==> config.mk <==
export PLATFORM = sky130hd
export DESIGN_NAME = rapid_decode_queue
export DESIGN_NICKNAME = d
export VERILOG_FILES = /design/src/rtl/rapid_decode_queue.sv
export SDC_FILE = /design/constraint.sdc
export NUM_CORES = 1
export LEC_CHECK = 0
export ABC_AREA = 1
export BUFFER_PORTS_ARGS = -buffer_cell sky130_fd_sc_hd__buf_2
export CELL_PAD_IN_SITES_DETAIL_PLACEMENT = 1
export CELL_PAD_IN_SITES_GLOBAL_PLACEMENT = 1
export CORE_MARGIN = 8
export CORE_UTILIZATION = 44
export CTS_CLUSTER_SIZE = 25
export DETAILED_ROUTE_END_ITERATION = 7
export PLACE_DENSITY_LB_ADDON = 0.1
export SLEW_MARGIN = 0
export SYNTH_ARGS = -nofsm -noshare
export SYNTH_HDL_FRONTEND = slang
export SYNTH_SLANG_ARGS = --single-unit
==> constraint.sdc <==
create_clock -name clk_i -period 2.7 [get_ports clk_i]
set_input_delay 0.27 -clock clk_i [delete_from_list [all_inputs] [get_ports clk_i]]
set_output_delay 0.27 -clock clk_i [all_outputs]
set_load 0.005 [all_outputs]
==> src/rtl/rapid_decode_queue.sv <==
// Decode stage for the rapid core: RV-style instruction decode feeding a
// DEPTH-entry FIFO of decoded control bundles between fetch and execute.
module rapid_decode_queue #(
    parameter int unsigned XLEN  = 32,
    parameter int unsigned DEPTH = 2
) (
    input  logic            clk_i,
    input  logic            rst_ni,
    input  logic            flush_i,
    input  logic            in_valid_i,
    output logic            in_ready_o,
    input  logic [31:0]     instr_i,
    input  logic [XLEN-1:0] pc_i,
    output logic            out_valid_o,
    input  logic            out_ready_i,
    output logic            load_upper_imm_o,
    output logic            uncond_branch_o,
    output logic            cond_branch_o,
    output logic            mem_o,
    output logic            alu_imm_o,
    output logic            alu_reg_o,
    output logic            iop_o,
    output logic            pc_load_o,
    output logic            illegal_o,
    output logic [2:0]      funct3_o,
    output logic [4:0]      rd_o,
    output logic [4:0]      rs1_o,
    output logic [4:0]      rs2_o,
    output logic [XLEN-1:0] imm_o,
    output logic [XLEN-1:0] program_counter_o
);

    localparam int unsigned AW = $clog2(DEPTH);
    localparam int unsigned CW = AW + 1;

    typedef struct packed {
        logic            lui;
        logic            ub;
        logic            cb;
        logic            mem;
        logic            alu_imm;
        logic            alu_reg;
        logic            iop;
        logic            pc_load;
        logic            illegal;
        logic [2:0]      funct3;
        logic [4:0]      rd;
        logic [4:0]      rs1;
        logic [4:0]      rs2;
        logic [XLEN-1:0] imm;
        logic [XLEN-1:0] pc;
    } bundle_t;

    bundle_t                dec;
    bundle_t                head;
    bundle_t                mem_q [DEPTH];
    logic [AW-1:0]          wr_ptr;
    logic [AW-1:0]          rd_ptr;
    logic [CW-1:0]          count;
    logic                   push;
    logic                   pop;

    logic [6:0]             opcode;
    logic [2:0]             funct3;
    logic [6:0]             funct7;
    logic                   legal;
    logic [7:0]             cls;
    logic signed [31:0]     imm32;

    assign opcode = instr_i[6:0];
    assign funct3 = instr_i[14:12];
    assign funct7 = instr_i[31:25];

    // cls = {lui, ub, cb, mem, alu_imm, alu_reg, iop, pc_load}
    always_comb begin
        legal = 1'b1;
        cls   = '0;
        imm32 = '0;
        case (opcode)
            7'b0110111: begin cls = 8'b1000_0010; imm32 = {instr_i[31:12], 12'b0}; end
            7'b0010111: begin cls = 8'b1000_0011; imm32 = {instr_i[31:12], 12'b0}; end
            7'b1101111: begin
                cls   = 8'b0100_0011;
                imm32 = {{11{instr_i[31]}}, instr_i[31], instr_i[19:12], instr_i[20],
                         instr_i[30:21], 1'b0};
            end
            7'b1100111: begin cls = 8'b0100_0010; imm32 = {{20{instr_i[31]}}, instr_i[31:20]}; end
            7'b1100011: begin
                cls   = 8'b0010_0000;
                legal = (funct3[2:1] != 2'b01);
                imm32 = {{19{instr_i[31]}}, instr_i[31], instr_i[7], instr_i[30:25],
                         instr_i[11:8], 1'b0};
            end
            7'b0000011: begin
                cls   = 8'b0001_0010;
                legal = (funct3 != 3'b111);
                imm32 = {{20{instr_i[31]}}, instr_i[31:20]};
            end
            7'b0100011: begin
                cls   = 8'b0001_0000;
                legal = !funct3[2];
                imm32 = {{20{instr_i[31]}}, instr_i[31:25], instr_i[11:7]};
            end
            7'b0010011: begin cls = 8'b0000_1010; imm32 = {{20{instr_i[31]}}, instr_i[31:20]}; end
            7'b0110011: begin
                cls   = 8'b0000_0110;
                legal = (funct7 == 7'b0000000) ||
                        ((funct7 == 7'b0100000) && (funct3 == 3'b000 || funct3 == 3'b101));
            end
            default: legal = 1'b0;
        endcase
    end

    always_comb begin
        dec         = '0;
        dec.funct3  = funct3;
        dec.rd      = instr_i[11:7];
        dec.rs1     = instr_i[19:15];
        dec.rs2     = instr_i[24:20];
        dec.pc      = pc_i;
        dec.illegal = !legal;
        {dec.lui, dec.ub, dec.cb, dec.mem, dec.alu_imm, dec.alu_reg, dec.iop, dec.pc_load}
            = legal ? cls : '0;
        dec.imm     = legal ? XLEN'(imm32) : '0;
    end

    assign in_ready_o  = (count != CW'(DEPTH));
    assign out_valid_o = (count != '0);
    assign push        = in_valid_i && in_ready_o;
    assign pop         = out_valid_o && out_ready_i;

    always_ff @(posedge clk_i or negedge rst_ni) begin
        if (!rst_ni) begin
            wr_ptr <= '0;
            rd_ptr <= '0;
            count  <= '0;
            for (int unsigned i = 0; i < DEPTH; i++) mem_q[i] <= '0;
        end else if (flush_i) begin
            wr_ptr <= '0;
            rd_ptr <= '0;
            count  <= '0;
        end else begin
            if (push) begin
                mem_q[wr_ptr] <= dec;
                wr_ptr        <= wr_ptr + AW'(1);
            end
            if (pop) rd_ptr <= rd_ptr + AW'(1);
            if (push && !pop)      count <= count + CW'(1);
            else if (pop && !push) count <= count - CW'(1);
        end
    end

    assign head = out_valid_o ? mem_q[rd_ptr] : '0;

    assign load_upper_imm_o  = head.lui;
    assign uncond_branch_o   = head.ub;
    assign cond_branch_o     = head.cb;
    assign mem_o             = head.mem;
    assign alu_imm_o         = head.alu_imm;
    assign alu_reg_o         = head.alu_reg;
    assign iop_o             = head.iop;
    assign pc_load_o         = head.pc_load;
    assign illegal_o         = head.illegal;
    assign funct3_o          = head.funct3;
    assign rd_o              = head.rd;
    assign rs1_o             = head.rs1;
    assign rs2_o             = head.rs2;
    assign imm_o             = head.imm;
    assign program_counter_o = head.pc;

endmodule

# After elaboration in Yosys (flattened, before gate mapping)
# Cells that the tools add are included.
# op_classes
shifts	0
mux	19
bitwise	3
n_lt_le_gt_ge	3
n_reduce_logical	22
mul	0
add_sub_neg	4
n_eq_ne	14
div_mod_pow	0
# op_table
cell	count
$mux W91	5
$bwmux W182	1
$pmux W32 S5	1
$demux W91 S1	1
$pmux W8 S9	1
$mux W32	1
$eq A7 B6 Y1 const B	4
$eq A7 B7 Y1 const B	3
$eq A7 B5 Y1 const B	2
$mux W8	1
$eq A7 B2 Y1 const B	1
$logic_not A7 Y1	1
$logic_and A1 B1 Y1	6
$mux W2	3
$reduce_bool A2 Y1	3
$pmux W1 S5	1
$reduce_or A5 Y1	1
$ge A2 B2 Y1 const B	2
$logic_not A1 Y1	4
$mux W1	4
$not A1 Y2	2
$eq A3 B3 Y1 const B	1
$logic_not A3 Y1	1
$ne A3 B3 Y1 const B	1
12 further kinds	14
# word_totals
word_cells	98
reg_bits	186
mem_bits_ro	0
mem_bits_rw	0
out_inout_bits	93
latchBits	0
in_bits	69
memories	0

# Logic depth before layout (Yosys ltp)
# logic_depth
depth_word	7
ltp_mapped	11
ltp_nobuf	11

# Worst setup path before layout
# No wires, ideal clock.
# synth_timing
path_type	flip-flop to output port
startpoint	register count[0]
endpoint	output port alu_reg_o
path_stages_with_launch	5
t_arrival_ps	1406
t_required_ps	2430
path_buffers	2
slack_ps	1024
cell_sequence	dfrtp_1 nor2_1 clkbuf_1 buf_1 a21oi_1
# synth_via
elab_chain_len	2
# synth_lines
element	line_no	source
start, declared	59	logic [CW-1:0] count;
start signal, assigned	148	if (push && !pop) count <= count + CW'(1);
start signal, assigned	149	else if (pop && !push) count <= count - CW'(1);
$reduce_bool A2 Y1	128	assign out_valid_o = (count != '0);
$mux W91	153	assign head = out_valid_o ? mem_q[rd_ptr] : '0;
end, declared	21	output logic alu_reg_o,
# No other way between the ends.

# Final worst setup path
# layout_timing
startpoint	register rd_ptr
endpoint	output port imm_o[28]
# layout_via
elab_chain_len	5
# layout_lines
element	line_no	source
start, declared	58	logic [AW-1:0] rd_ptr;
start signal, assigned	147	if (pop) rd_ptr <= rd_ptr + AW'(1);
$not A1 Y2 (not written as such)	153	
$mux W91 (not written as such) (3 in series)	153	
$mux W91	153	
end, declared	29	output logic [XLEN-1:0] imm_o,
# No other way between the ends. The select of a mux whose other input is x is not followed.

==> metrics.log <==
[metrics] number of distinct library cells after synthesis: 21
[metrics] Synth area leaders: sky130_fd_sc_hd__dfrtp_1, sky130_fd_sc_hd__nand2_1, sky130_fd_sc_hd__a21oi_1
[metrics] outcome: completed
[metrics] final number of hold-violating endpoints: 0
[metrics] portion of the post-synthesis area used by sequential elements: 52.5%
[metrics] cell accounting for the most synthesized area: sky130_fd_sc_hd__dfrtp_1
[metrics] Critical Path Slowest Stage Cell: sky130_fd_sc_hd__dfrtp_4
[metrics] number of sinks driven by the clock tree: 186
[metrics] transition at the pin with the smallest max-transition slack: 0.621 ns
[metrics] unrepaired setup endpoints after global routing: no
[metrics] most congested layer reported by global routing: met2
[metrics] setup slack of the most critical reg-to-reg path: 0.85 ns
[metrics] count of port buffers added during placement: 161
[metrics] worst slack at placement: 0.718 ns
[metrics] synth warn: 0
[metrics] Placed Area: 9960 um2
[metrics] most used flip-flop cell after synthesis: sky130_fd_sc_hd__dfrtp_1
[metrics] net count after synthesis: 1248
[metrics] fraction of final layout cells sized beyond drive strength 1: 17.2%
[metrics] count of max-cap constraint violations: 0
[metrics] total via count in the routed design: 8231
[metrics] crit path cell chain: inv_2 -> buf_12 -> nand2_1 -> a21oi_1 -> buf_2
[metrics] Boundary Pins: 162
[metrics] launch instance of the worst register-to-register path: count[0]$_DFFE_PN0P_
[metrics] max frequency: 409 MHz
[metrics] detailed-route wire length per cell: 17.7 um
[metrics] total standard cell area after synthesis: 8870 um2
[metrics] worst ir drop on vdd: 435 uV
[metrics] RePlAce Congestion: 0.902
[metrics] leakage power total: 5.64 nW
[metrics] commonest cells in the netlist: sky130_fd_sc_hd__nand2_1, sky130_fd_sc_hd__dfrtp_1, sky130_fd_sc_hd__a21oi_1
[metrics] area of the placeable core: 20000 um2
[metrics] average size of a mapped cell: 7.52 um2
[metrics] post-CTS setup-driven buffer insertion count: 0
[metrics] Final nets: 1372
[metrics] total die area: 25000 um2
[metrics] #FFs+latches synth: 186
[metrics] number of antenna cells inserted: 0
[metrics] clock root buffer master: sky130_fd_sc_hd__clkbuf_16
[metrics] TritonCTS clock tree: yes
[metrics] final-layout setup total negative slack: 0 ns
[metrics] Iter 0 DRT Violations: 544
[metrics] Clock transition at path regs: 0.07 ns
[metrics] worst-path maximum fanout: 59
[metrics] hold-critical path endpoint: mem_q[102]$_DFFE_PN0P_
[metrics] starting utilization of the core area: 44.3%
[metrics] critical path data arrival time: 2.17 ns
[metrics] worst flop-to-flop path endpoint: mem_q[166]$_DFFE_PN0P_
[metrics] drt drc: 0
[metrics] overall die height: 158 um
[metrics] number of global-route vias before repair: 8628
[metrics] startpoint class of the critical path: flop
[metrics] final setup skew: 0.0113 ns
[metrics] Final setup violation count: 0
[metrics] worst hold path startpoint: pc_i[11]
[metrics] pin count of the biggest net entering global routing: 69
[metrics] Synth top area share: 52.5%
[metrics] depth of the most critical reg-to-reg path: 8
[metrics] largest stage delay on the critical path: 0.66 ns
[metrics] met2 layer usage reported by global route: 39.3%
[metrics] Async S/R FF share, synth: 100%
[metrics] floorplan row count: 52
[metrics] slack of the critical path: 0.257 ns
[metrics] first-pass iteration count of the detailed router: 4
[metrics] power density over the cells: 777 nW/um2
[metrics] hold path depth: 3
[metrics] number of buffers on the longest clock path: 2
[metrics] kind of critical path: reg -> out
[metrics] CTS buffer count: 17
[metrics] met1 routing resource usage after global routing: 30.7%
[metrics] Critical Path Sink Type: output pin
[metrics] wire length reported by the detailed router: 28100 um
[metrics] Skew-Pair Late Insertion Delay: 0.43 ns
[metrics] area growth from synthesis to layout: 18.8%
[metrics] cell count after synthesis: 1179
[metrics] Final Cycle Share: 90.5%
[metrics] count of flip-flops with a built-in enable after synthesis: 0
[metrics] DR vias/cell: 5.19
[metrics] time the worst path needs with I/O delays and setup: 2.44 ns
[metrics] met3 routing resource usage after global routing: 4.59%
[metrics] H-tree levels: 4
[metrics] total power: 8.19 mW
[metrics] tightest slew margin relative to the limit: 58.6%
[metrics] HPWL after detailed placement: 18500 um
[metrics] Die Width: 158 um
[metrics] global-route usage over all layers: 23.3%
[metrics] global-route wire length before repair: 45900 um
[metrics] max-slew violation total from the final report: 0
[metrics] HP Class: in -> reg
[metrics] post-layout instance area: 10500 um2
[metrics] Worst EP required: 2.43 ns
[metrics] dominant cell by count in the synthesized netlist: sky130_fd_sc_hd__nand2_1
[metrics] number of antenna violations at the first check in global routing: 0
[metrics] antenna violation net count after detailed routing: 0
[metrics] total global routing overflow: 0
==> power by group <==
group / switching (mW) / internal (mW) / leakage (nW)
Sequential: 0.373 / 3.43 / 2.44
Combinational: 1.22 / 0.708 / 2.93
Clock: 1.14 / 1.33 / 0.263
Total: 2.73 / 5.47 / 5.64
==> timing repair <==
| action | 4_1_cts | 5_1_grt |
|---|---|---|
| hold endpoints to repair | 57 | 0 |
| gates resized for setup | 0 | 0 |
| hold buffers | 1 | 0 |
==> metrics by stage <==
step / utilization (%) / cells / hold slack, ns
2_1_floorplan: - / 1179 / -0.0256
3_3_place_gp: 49.7 / 1553 / 0.291
3_5_place_dp: 49.7 / 1553 / 0.294
4_1_cts: 52.6 / 1585 / 0.0783
5_1_grt: 52.6 / 1585 / 0.0915
6_report: 52.6 / 1585 / 0.0924
==> routing by layer <==
metal | vias up | share of wire (%)
met3 | 14 | 5.5
met2 | 169 | 49
met4 | 0 | 0.62
met5 | - | 0
li1 | 3981 | -
met1 | 4067 | 45
==> how the worst max path moves through the flow <==
stage,from,to,slack (ns),depth (start not counted)
2_1_floorplan,count[0]$_DFFE_PN0P_,alu_reg_o,1.02,4
3_3_place_gp,rd_ptr$_DFFE_PN0P_,imm_o[28],0.75,5
3_5_place_dp,instr_i[1],mem_q[148]$_DFFE_PN0P_,0.72,9
4_1_cts,rd_ptr$_DFFE_PN0P_,imm_o[28],0.25,5
5_1_grt,rd_ptr$_DFFE_PN0P_,imm_o[28],0.18,5
6_report,rd_ptr$_DFFE_PN0P_,imm_o[28],0.26,5
==> state kept, by name, indices dropped and copies added (netlist names) <==
name and flops:
wr_ptr 1, rd_ptr 1, mem_q 182, count 2
==> critical path: cells and delay by family (launching register included) <==
family,cells,cell delay [ns]
AO/OA/AOI/OAI,1,0.30
buffers and inverters,3,0.64
flip-flops,1,0.66
AND/OR/NAND/NOR,1,0.11
==> final cells by class <==
class | count | area [um2]
clock buffers | 20 | 457
flip-flops and latches | 186 | 4660
well taps | 270 | 338
clock inverters | 11 | 114
multi-input cells | 836 | 3590
repair buffers | 181 | 1080
fillers | 2576 | 9500
inverters | 81 | 309
==> placed cells by master, fill, tap and decap left out <==
cell type / netlist / final
sky130_fd_sc_hd__nand2_1: 490 / 490
sky130_fd_sc_hd__dfrtp_1: 186 / 185
sky130_fd_sc_hd__buf_2: 28 / 160
sky130_fd_sc_hd__a21oi_1: 104 / 104
sky130_fd_sc_hd__o21ai_0: 81 / 81
sky130_fd_sc_hd__inv_1: 76 / 76
sky130_fd_sc_hd__nand3_1: 75 / 75
sky130_fd_sc_hd__o21ai_1: 53 / 53
sky130_fd_sc_hd__nor2_1: 19 / 18
sky130_fd_sc_hd__clkbuf_16: 0 / 17
sky130_fd_sc_hd__buf_4: 3 / 10
sky130_fd_sc_hd__buf_12: 0 / 9
sky130_fd_sc_hd__clkinvlp_4: 0 / 5
sky130_fd_sc_hd__nor3_1: 4 / 4
sky130_fd_sc_hd__inv_2: 5 / 3
sky130_fd_sc_hd__nor2_2: 3 / 3
sky130_fd_sc_hd__nand2_2: 2 / 2
sky130_fd_sc_hd__inv_4: 0 / 2
sky130_fd_sc_hd__clkbuf_8: 0 / 2
sky130_fd_sc_hd__inv_6: 0 / 2
sky130_fd_sc_hd__clkinv_4: 0 / 2
sky130_fd_sc_hd__nor3_4: 1 / 1
sky130_fd_sc_hd__or2_2: 1 / 1
sky130_fd_sc_hd__nand4_2: 1 / 1
sky130_fd_sc_hd__nand3_2: 1 / 1
sky130_fd_sc_hd__nor4_1: 1 / 1
sky130_fd_sc_hd__nor2_4: 0 / 1
sky130_fd_sc_hd__clkbuf_1: 42 / 1
sky130_fd_sc_hd__bufinv_16: 0 / 1
sky130_fd_sc_hd__inv_8: 0 / 1
sky130_fd_sc_hd__dlygate4sd3_1: 0 / 1
sky130_fd_sc_hd__buf_6: 0 / 1
sky130_fd_sc_hd__dfrtp_4: 0 / 1
==> cell families (layout without fill, tap and decap cells) <==
family / Yosys count / count (layout) / share of synthesized area, %
compound gates: 238 / 238 / 13.4
buf+inv: 157 / 293 / 7.17
flops: 186 / 186 / 52.5
simple gates: 598 / 598 / 26.9
(Power assumes the default switching activity.)
